[src/rtl/rng_pkg.sv]
// Shared rng definitions: mode encodings and default sizing constants.
package rng_pkg;

    typedef enum logic [1:0] {
        MODE_UNIFORM = 2'd0,
        MODE_TRI     = 2'd1,
        MODE_RAW     = 2'd2,
        MODE_RSVD    = 2'd3
    } mode_e;

    localparam int BX_DEF    = 8;
    localparam int BY_DEF    = 8;
    localparam int DEPTH_DEF = 4;

endpackage

[src/rtl/rng_fifo.sv]
// Output FIFO for rng_stream; the head word and empty/full flags are registered.
module rng_fifo #(
    parameter int W     = 8,
    parameter int DEPTH = 4
) (
    input  logic         clk,
    input  logic         rst,
    input  logic         push,
    input  logic [W-1:0] din,
    input  logic         pop,
    output logic [W-1:0] dout,
    output logic         empty,
    output logic         full
);
    localparam int AW = $clog2(DEPTH);

    logic [W-1:0]  mem [DEPTH];
    logic [AW-1:0] wr_ptr, rd_ptr, rd_nxt;
    logic [AW:0]   cnt, cnt_nxt;
    logic          do_push, do_pop;

    always_comb begin
        do_pop  = pop && !empty;
        do_push = push && (!full || do_pop);
        rd_nxt  = rd_ptr + AW'(do_pop);
        cnt_nxt = cnt + (AW+1)'(do_push) - (AW+1)'(do_pop);
    end

    // NOTE: storage is deliberately not reset; dout and the flags are, so stale entries are never visible.
    always_ff @(posedge clk) begin
        if (do_push) mem[wr_ptr] <= din;
    end

    always_ff @(posedge clk or negedge rst) begin
        if (!rst) begin
            wr_ptr <= '0;
            rd_ptr <= '0;
            cnt    <= '0;
            dout   <= '0;
            empty  <= 1'b1;
            full   <= 1'b0;
        end else begin
            if (do_push) wr_ptr <= wr_ptr + AW'(1);
            rd_ptr <= rd_nxt;
            cnt    <= cnt_nxt;
            empty  <= (cnt_nxt == '0);
            full   <= (cnt_nxt == (AW+1)'(DEPTH));
            // The new head is the word being written when it lands exactly at the read pointer.
            if (cnt_nxt != '0)
                dout <= (do_push && (rd_nxt == wr_ptr)) ? din : mem[rd_nxt];
        end
    end

endmodule

[src/rtl/rng_stream.sv]
// Serial entropy collector producing uniform, triangular or raw words through an output FIFO.
// Build option: define RNG_DROP_CNT_EN to add the saturating 16-bit drop_cnt output.
module rng_stream
    import rng_pkg::*;
#(
    parameter int BX    = BX_DEF,
    parameter int BY    = BY_DEF,
    parameter int DEPTH = DEPTH_DEF
) (
    input  logic          clk,
    input  logic          rst,
    input  logic          bits_in,
    input  logic          bits_in_valid,
    input  logic [1:0]    mode,
    output logic [BY-1:0] rng,
    output logic          valid,
    input  logic          ready,
    output logic          overflow
`ifdef RNG_DROP_CNT_EN
    ,
    output logic [15:0]   drop_cnt
`endif
);
    localparam int CW = $clog2(BX);

    logic [CW-1:0]    bit_cnt;
    logic [BX-1:0]    samp, u0, u_full;
    logic [BX:0]      sum;
    logic [BX+BY-1:0] uni_w, raw_w;
    logic [BX+BY:0]   tri_w;
    logic [BY-1:0]    res, res_uni, res_tri, res_raw;
    logic             pend, last_bit, res_v, full, empty, pop, drop;
    mode_e            cur_mode, mode_in;

    always_comb begin
        u_full       = samp;
        u_full[BX-1] = bits_in;
        sum          = {1'b0, u0} + {1'b0, u_full};
        // Appending BY zeros lets one slice cover both truncation and zero padding.
        uni_w        = {u_full, {BY{1'b0}}};
        tri_w        = {sum, {BY{1'b0}}};
        raw_w        = {{BY{1'b0}}, u_full};
        res_uni      = uni_w[BX+BY-1 -: BY];
        res_tri      = tri_w[BX+BY -: BY];
        res_raw      = raw_w[BY-1:0];
        mode_in      = (mode == MODE_TRI) ? MODE_TRI :
                       (mode == MODE_RAW) ? MODE_RAW : MODE_UNIFORM;
        last_bit     = bits_in_valid && (bit_cnt == CW'(BX - 1));
    end

    // NOTE: sequential state uses non-blocking assignments so every register samples pre-edge values.
    always_ff @(posedge clk or negedge rst) begin
        if (!rst) begin
            bit_cnt  <= '0;
            samp     <= '0;
            u0       <= '0;
            pend     <= 1'b0;
            cur_mode <= MODE_UNIFORM;
            res      <= '0;
            res_v    <= 1'b0;
        end else begin
            res_v <= 1'b0;
            if (bits_in_valid) begin
                samp[bit_cnt] <= bits_in;
                bit_cnt       <= last_bit ? '0 : bit_cnt + CW'(1);
                if (bit_cnt == '0) begin
                    cur_mode <= mode_in;
                    if (mode_in != cur_mode) pend <= 1'b0;
                end
                if (last_bit) begin
                    case (cur_mode)
                        MODE_TRI: begin
                            if (pend) begin
                                res   <= res_tri;
                                res_v <= 1'b1;
                                pend  <= 1'b0;
                            end else begin
                                u0   <= u_full;
                                pend <= 1'b1;
                            end
                        end
                        MODE_RAW: begin
                            res   <= res_raw;
                            res_v <= 1'b1;
                        end
                        default: begin
                            res   <= res_uni;
                            res_v <= 1'b1;
                        end
                    endcase
                end
            end
        end
    end

    assign valid = !empty;
    assign pop   = valid && ready;
    assign drop  = res_v && full && !pop;

    rng_fifo #(
        .W     (BY),
        .DEPTH (DEPTH)
    ) u_fifo (
        .clk   (clk),
        .rst   (rst),
        .push  (res_v),
        .din   (res),
        .pop   (pop),
        .dout  (rng),
        .empty (empty),
        .full  (full)
    );

    always_ff @(posedge clk or negedge rst) begin
        if (!rst) overflow <= 1'b0;
        else if (drop) overflow <= 1'b1;
    end

`ifdef RNG_DROP_CNT_EN
    always_ff @(posedge clk or negedge rst) begin
        if (!rst) drop_cnt <= '0;
        else if (drop && (drop_cnt != 16'hFFFF)) drop_cnt <= drop_cnt + 16'd1;
    end
`endif

endmodule
[config.mk]
export PLATFORM = sky130hd
export DESIGN_NAME = rng_stream
export DESIGN_NICKNAME = d
export VERILOG_FILES = /design/src/rtl/rng_pkg.sv /design/src/rtl/rng_fifo.sv /design/src/rtl/rng_stream.sv
export SDC_FILE = /design/constraint.sdc
export NUM_CORES = 1
export LEC_CHECK = 0
export CORE_AREA = 2 2 159 83
export CTS_BUF_LIST = sky130_fd_sc_hd__clkbuf_8
export CTS_CLUSTER_SIZE = 28
export DETAILED_ROUTE_END_ITERATION = 6
export DIE_AREA = 0 0 161 85
export GPL_TIMING_DRIVEN = 0
export HOLD_SLACK_MARGIN = 0.08
export PLACE_DENSITY = 0.53
export SLEW_MARGIN = 0
export SYNTH_ARGS = -nofsm -noshare
export SYNTH_HDL_FRONTEND = slang
export SYNTH_SLANG_ARGS = --single-unit
[constraint.sdc]
create_clock -name clk -period 3.25 [get_ports clk]
set_input_delay 0.4875 -clock clk [delete_from_list [all_inputs] [get_ports clk]]
set_output_delay 0.4875 -clock clk [all_outputs]
set_load 0.005 [all_outputs]
# Yosys cells after proc, flatten, opt, wreduce, memory -nomap -nowiden
# Memories as Yosys holds them, arrays and structs flattened. A register that Yosys moved wholly into a read port is not among the register bits.
# Cells that the tools add are included.
# totals
word_cells	67
n_memories	1
in_bits	7
register_bits	41
output_inout_bits	10
ram_bits	32
# memory_table
memory	words	width	read_ports	rd_clocked_by_memory_dff	wr	line	source
u_fifo.mem	4	8	1	1	1	rng_fifo.sv:17	logic [W-1:0] mem [DEPTH];
# op_classes
eq_ne	7
n_lt_le_gt_ge	2
addsub	6
reduce_logical	18
muxes	19
bitwise	1
# ops
cell	count
two-way mux 8 bit	2
two-way mux 1 bit	12
adder 8 x 8 -> 9 bit	1
bitwise mux 8 bit	1
logical AND 1 bit	7
equality test 3 bit (second input constant)	2
zero test 3 bit	2
equality test 2 x 1 -> 1 bit (second input constant)	2
zero test 1 bit	4
< comparator 3 x 4 -> 1 bit (second input constant)	1
two-way mux 2 bit	2
AND reduction 4 bit	1
adder 3 x 1 -> 3 bit	1
adder 3 x 1 -> 3 bit (second input constant)	1
demux 1 bit (select 3 bit)	1
>= comparator 3 x 1 -> 1 bit (second input constant)	1
two-way mux 3 bit	1
AND reduction 3 bit	1
nonzero test 3 bit	1
subtractor 3 x 1 -> 3 bit	1
adder 2 x 1 -> 2 bit	1
adder 2 x 1 -> 2 bit (second input constant)	1
equality test 2 bit (second input constant)	1
inequality test 2 bit	1
other kinds (4)	4

# Depth between registers and ports, before layout
# depth
ltp_word	8
depth_mapped	11
ltp_nobuf	10

# Modules after synthesis
# Synthesis repeated with hierarchy kept, for this count alone.
# hier_totals
hier_cells	311
hier_area_um2	3871.2
# modules_own_cells
module	area_per_inst_um2	seq_area_each_um2	n_inst	cells_each
rng_fifo	2167.1	1387.6	1	146
rng_stream	1704.1	775.7	1	165

# Worst setup path after synthesis
# OpenSTA, ideal clock, no wires.
# synth_path
kind	in2reg
startpoint	input port ready
endpoint	register u_fifo.dout[6], read port of u_fifo.mem
setup_ns	0.126
stages	11
slack_ns	0.566
path_buffers	1
required_ns	3.124
arrival_ns	2.558
path_cell_list	nand2b_1 > a21boi_2 > ha_1 > inv_1 > fa_1 > xnor2_2 > xnor2_2 > nor3_4 > buf_6 > nor2_1 > a221o_1
# synth_via
elab_chain_len	7
word_cells_on_any_way	8
classes_between	3 x add/sub; 5 x reduce/logical
# synth_lines
item	line	source
start: declaration	rng_stream.sv:17	input logic ready,
logical AND 1 bit	rng_stream.sv:97	assign pop = valid && ready;
logical AND 1 bit	rng_fifo.sv:23	do_pop = pop && !empty;
logical OR 1 bit	rng_fifo.sv:24	do_push = push && (!full || do_pop);
logical AND 1 bit	rng_fifo.sv:24	
named net u_fifo.do_push	rng_fifo.sv:20	logic do_push, do_pop;
adder 3 x 1 -> 3 bit	rng_fifo.sv:26	cnt_nxt = cnt + (AW+1)'(do_push) - (AW+1)'(do_pop);
subtractor 3 x 1 -> 3 bit	rng_fifo.sv:26	
named net u_fifo.cnt_nxt[2]	rng_fifo.sv:19	logic [AW:0] cnt, cnt_nxt;
nonzero test 3 bit	rng_fifo.sv:49	if (cnt_nxt != '0)
end: declaration	rng_fifo.sv:11	output logic [W-1:0] dout,
# The timed path passes the listed nets, and every way through them passes these cells.
# A chain may end at the register's enable or synchronous reset.

# Worst setup path after layout
# layout_path
startpoint	input port ready
endpoint	register u_fifo.dout[0], read port of u_fifo.mem
# The elaborated chain is that of the path after synthesis.

==> metrics.md <==
| Metric | Value |
|---|---|
| Gate Count Post-Synth | 296 |
| Initial antenna violation count | 0 |
| Worst skew pair latency | 0.35 ns |
| Status | complete, no violations |
| Leakage Power | 1.80 nW |
| Avg Cell Area, Syn | 12.7 um2 |
| Final wirelength | 8.12 mm |
| Rows | 29 |
| Vias/cell | 4.84 |
| Slew of the pin with the lowest slew margin | 0.868 ns |
| Syn nets | 321 |
| Crit-path cells | clkdlybuf4s50_1, nand2b_1, a21boi_4, ha_1, inv_1, fa_1, xnor2_2, xnor2_2, nor3_4, buf_4, nor2_1, a221o_1 |
| CTS Buf Count | 9 |
| Internal | 2.60 mW |
| Pre-antenna DRT Iters | 4 |
| DR vias | 2417 |
| R2R cell count | 9 |
| Critical-path maximum fanout | 9 |
| CTS max path bufs | 2 |
| Cts hold-fix bufs | 0 |
| Grt ovf | 0 |
| Largest net degree at the start of global routing | 27 |
| CTS tree | done |
| Clk pin slew, worst setup/hold paths | 0.08 ns |
| Most frequent cells in the layout | dfrtp_1, edfxtp_1, mux2_2 |
| Seq/Total Area, Yosys | 57.4% |
| Ys Warns | 0 |
| Post-synth EDFFs | 32 |
| Critical path arrival | 3.29 ns |
| Req. time, crit path | 3.49 ns |
| Synth Cell Area | 3770 um2 |
| VDD IR max | 0.305 mV |
| Max Freq | 328 MHz |
| Yosys reg bits | 80 |
| Hold Vio Cnt, Final | 0 |
| 1st-iter DRT viols | 96 |
| Unrepaired setup endpoints after global routing | no |
| Slowest cell delay on critical path | 0.46 ns |
| Synth top area cells | dfrtp_1, edfxtp_1, mux2_2, ha_1, mux2i_1 |
| Number of distinct library cells after synthesis | 51 |
| Crit path kind | in2reg |
| Combinational Power Share | 41.5% |
| Fill cell count | 1230 |
| Ys async rst share | 60.0% |
| GRT Resource Usage Total | 12.8% |
| Main synth FF type | dfrtp_1 |
| Final Cycle Share | 93.9% |
| DRC | 0 |
| Wire length of the first global-routing pass | 13.2 mm |
| Wire per inst | 16.3 um |
| Core area | 12300 um2 |
| Die H | 85 um |
| Top-Level Pins | 17 |
| H-tree levels | 3 |
| Hold Path Class | in2async |
| Reg area | 2160 um2 |
| Slowest-stage cell, CP | clkdlybuf4s50_1 |
| Power share of the clock group | 18.3% |
| Layout cell share with drive strength beyond 1 | 18.2% |
| Multi-input gate area | 1520 um2 |
| Pwr dens | 944 nW/um2 |
| Hold WS | 0.129 ns |
| Clock Sinks | 80 |
| Final setup fails | 0 |
| Top cell type's share of synthesized area | 31.2% |
| Post-layout nets | 349 |
| Flop pwr share | 40.1% |
| Worst Skew | 0.00997 ns |
| Maxcap violations | 0 |
| Sw frac | 37.1% |
| Switching power | 1.53 mW |
| Dpl hpwl | 5.99 mm |
| Final ANT Viol Nets | 0 |
| Final Util | 35.4% |
| Initial Util | 30.6% |
| Die ar. | 13700 um2 |
| Port Buffer Count | 15 |
| Instance count on the critical path | 12 |
| Placed Area | 4150 um2 |
| Max-slew headroom | 42.0% |
| Ant diodes | 0 |
| Vias in the first global route | 2340 |
| Commonest non-fill, non-tap cell in the layout | dfrtp_1 |
| Root buffer cell | clkbuf_8 |
| Top delay family on crit path | buffers and inverters |
| Final instance area | 4370 um2 |
| CP Capture Type | flip-flop |
| Startpoint Class | input port |
| Minimum clock period | 3.05 ns |
| Most frequent CP cell | xnor2_2 |
| Buf/Inv on CP | 3 |
| Die X-Extent | 161 um |
| Slew Viols, Final | 0 |
| Area Overhead vs Synth | 15.9% |
| Final GP Congestion | 0.771 |
| Area leader, netlist | dfrtp_1 |
==> synth_stat cells, drive strengths merged, types with 3 or more instances <==
library cell / number
a21o: 3
a21oi: 9
a221o: 8
a32oi: 8
and2: 4
and3: 3
buf: 5
dfrtp: 47
edfxtp: 32
ha: 16
inv: 15
mux2: 22
mux2i: 11
nand2: 18
nand2b: 4
nand3: 4
nor2: 22
nor3: 11
o21ai: 13
or3: 3
xnor2: 6
xor2: 3
==> repair_timing <==
action                     CTS  global route
setup endpoints to repair    0             8
resized for setup            0             1
hold endpoints to repair     0             0
setup buffers                0             1
==> state kept, by name, indices dropped and copies added, names as in the netlist, 2 cells and up <==
register / count
bit_cnt: 3
cur_mode: 2
res: 8
samp: 7
u0: 8
u_fifo.cnt: 3
u_fifo.dout: 8
u_fifo.mem: 32
u_fifo.rd_ptr: 2
u_fifo.wr_ptr: 2
==> path summary, 6_finish.rpt <==
kind	slack (ns)	start	end
setup / recovery	0.20	ready	u_fifo.dout[0]
setup reg to reg	0.30	u_fifo.empty	u_fifo.dout[6]
max in group asynchronous	2.51	rst	u_fifo.empty
hold reg to reg	0.48	overflow	overflow
min in group clk	0.44	bits_in_valid	bit_cnt[2]
hold / removal	0.13	rst	cur_mode[0]
==> cell type report <==
class | instances | area share [%]
multi-input cells | 194 | 34.8
flip-flops and latches | 80 | 49.5
plain buffers | 7 | 0.888
well taps | 170 | 4.87
repair buffers | 17 | 3.95
clock buffers | 11 | 3.47
clock inverters | 5 | 1.23
inverters | 15 | 1.29
==> through the flow <==
stage	setup TNS (ns)	total power, mW	setup WS, ns	instances
final	0	4.13	0.198	499
after global routing	0	4.44	0.0430	499
after CTS	0	4.14	0.0146	498
after detailed placement	-2.74	3.37	-0.357	482
after global placement	-2.57	3.33	-0.327	481
after floorplan	0	2.83	0.566	296
==> power by group through the flow <==
stage	Sequential (mW)	Clock, mW	Combinational [mW]
6_report	1.66	0.756	1.71
5_1_grt	1.70	0.823	1.92
4_1_cts	1.66	0.781	1.71
3_5_place_dp	1.68	0	1.69
3_3_place_gp	1.67	0	1.67
2_1_floorplan	1.60	0	1.23
==> per-layer routing <==
| layer | routed length [um] | vias to the layer above | part of all wire (%) | global-route usage, % |
|---|---|---|---|---|
| met5 | 0 | - | 0 | 0 |
| met4 | 50 | 0 | 0.62 | 2.52 |
| met3 | 369 | 7 | 4.5 | 4.30 |
| met2 | 2990 | 57 | 37 | 15.8 |
| met1 | 4710 | 1197 | 58 | 21.0 |
| li1 | - | 1156 | - | - |
==> kinds of logic after synthesis <==
kind of cell             after synthesis  share of synthesized area, %
AND/OR/NAND/NOR                       78                          10.5
buffers and inverters                 22                          2.52
adder cells (fa/ha/maj)               18                          6.37
AO/OA/AOI/OAI                         56                          10.9
XOR/XNOR                               9                          2.89
multiplexers                          33                          9.49
flip-flops                            80                          57.4
No activity file was read; power rests on OpenSTA's default activity.
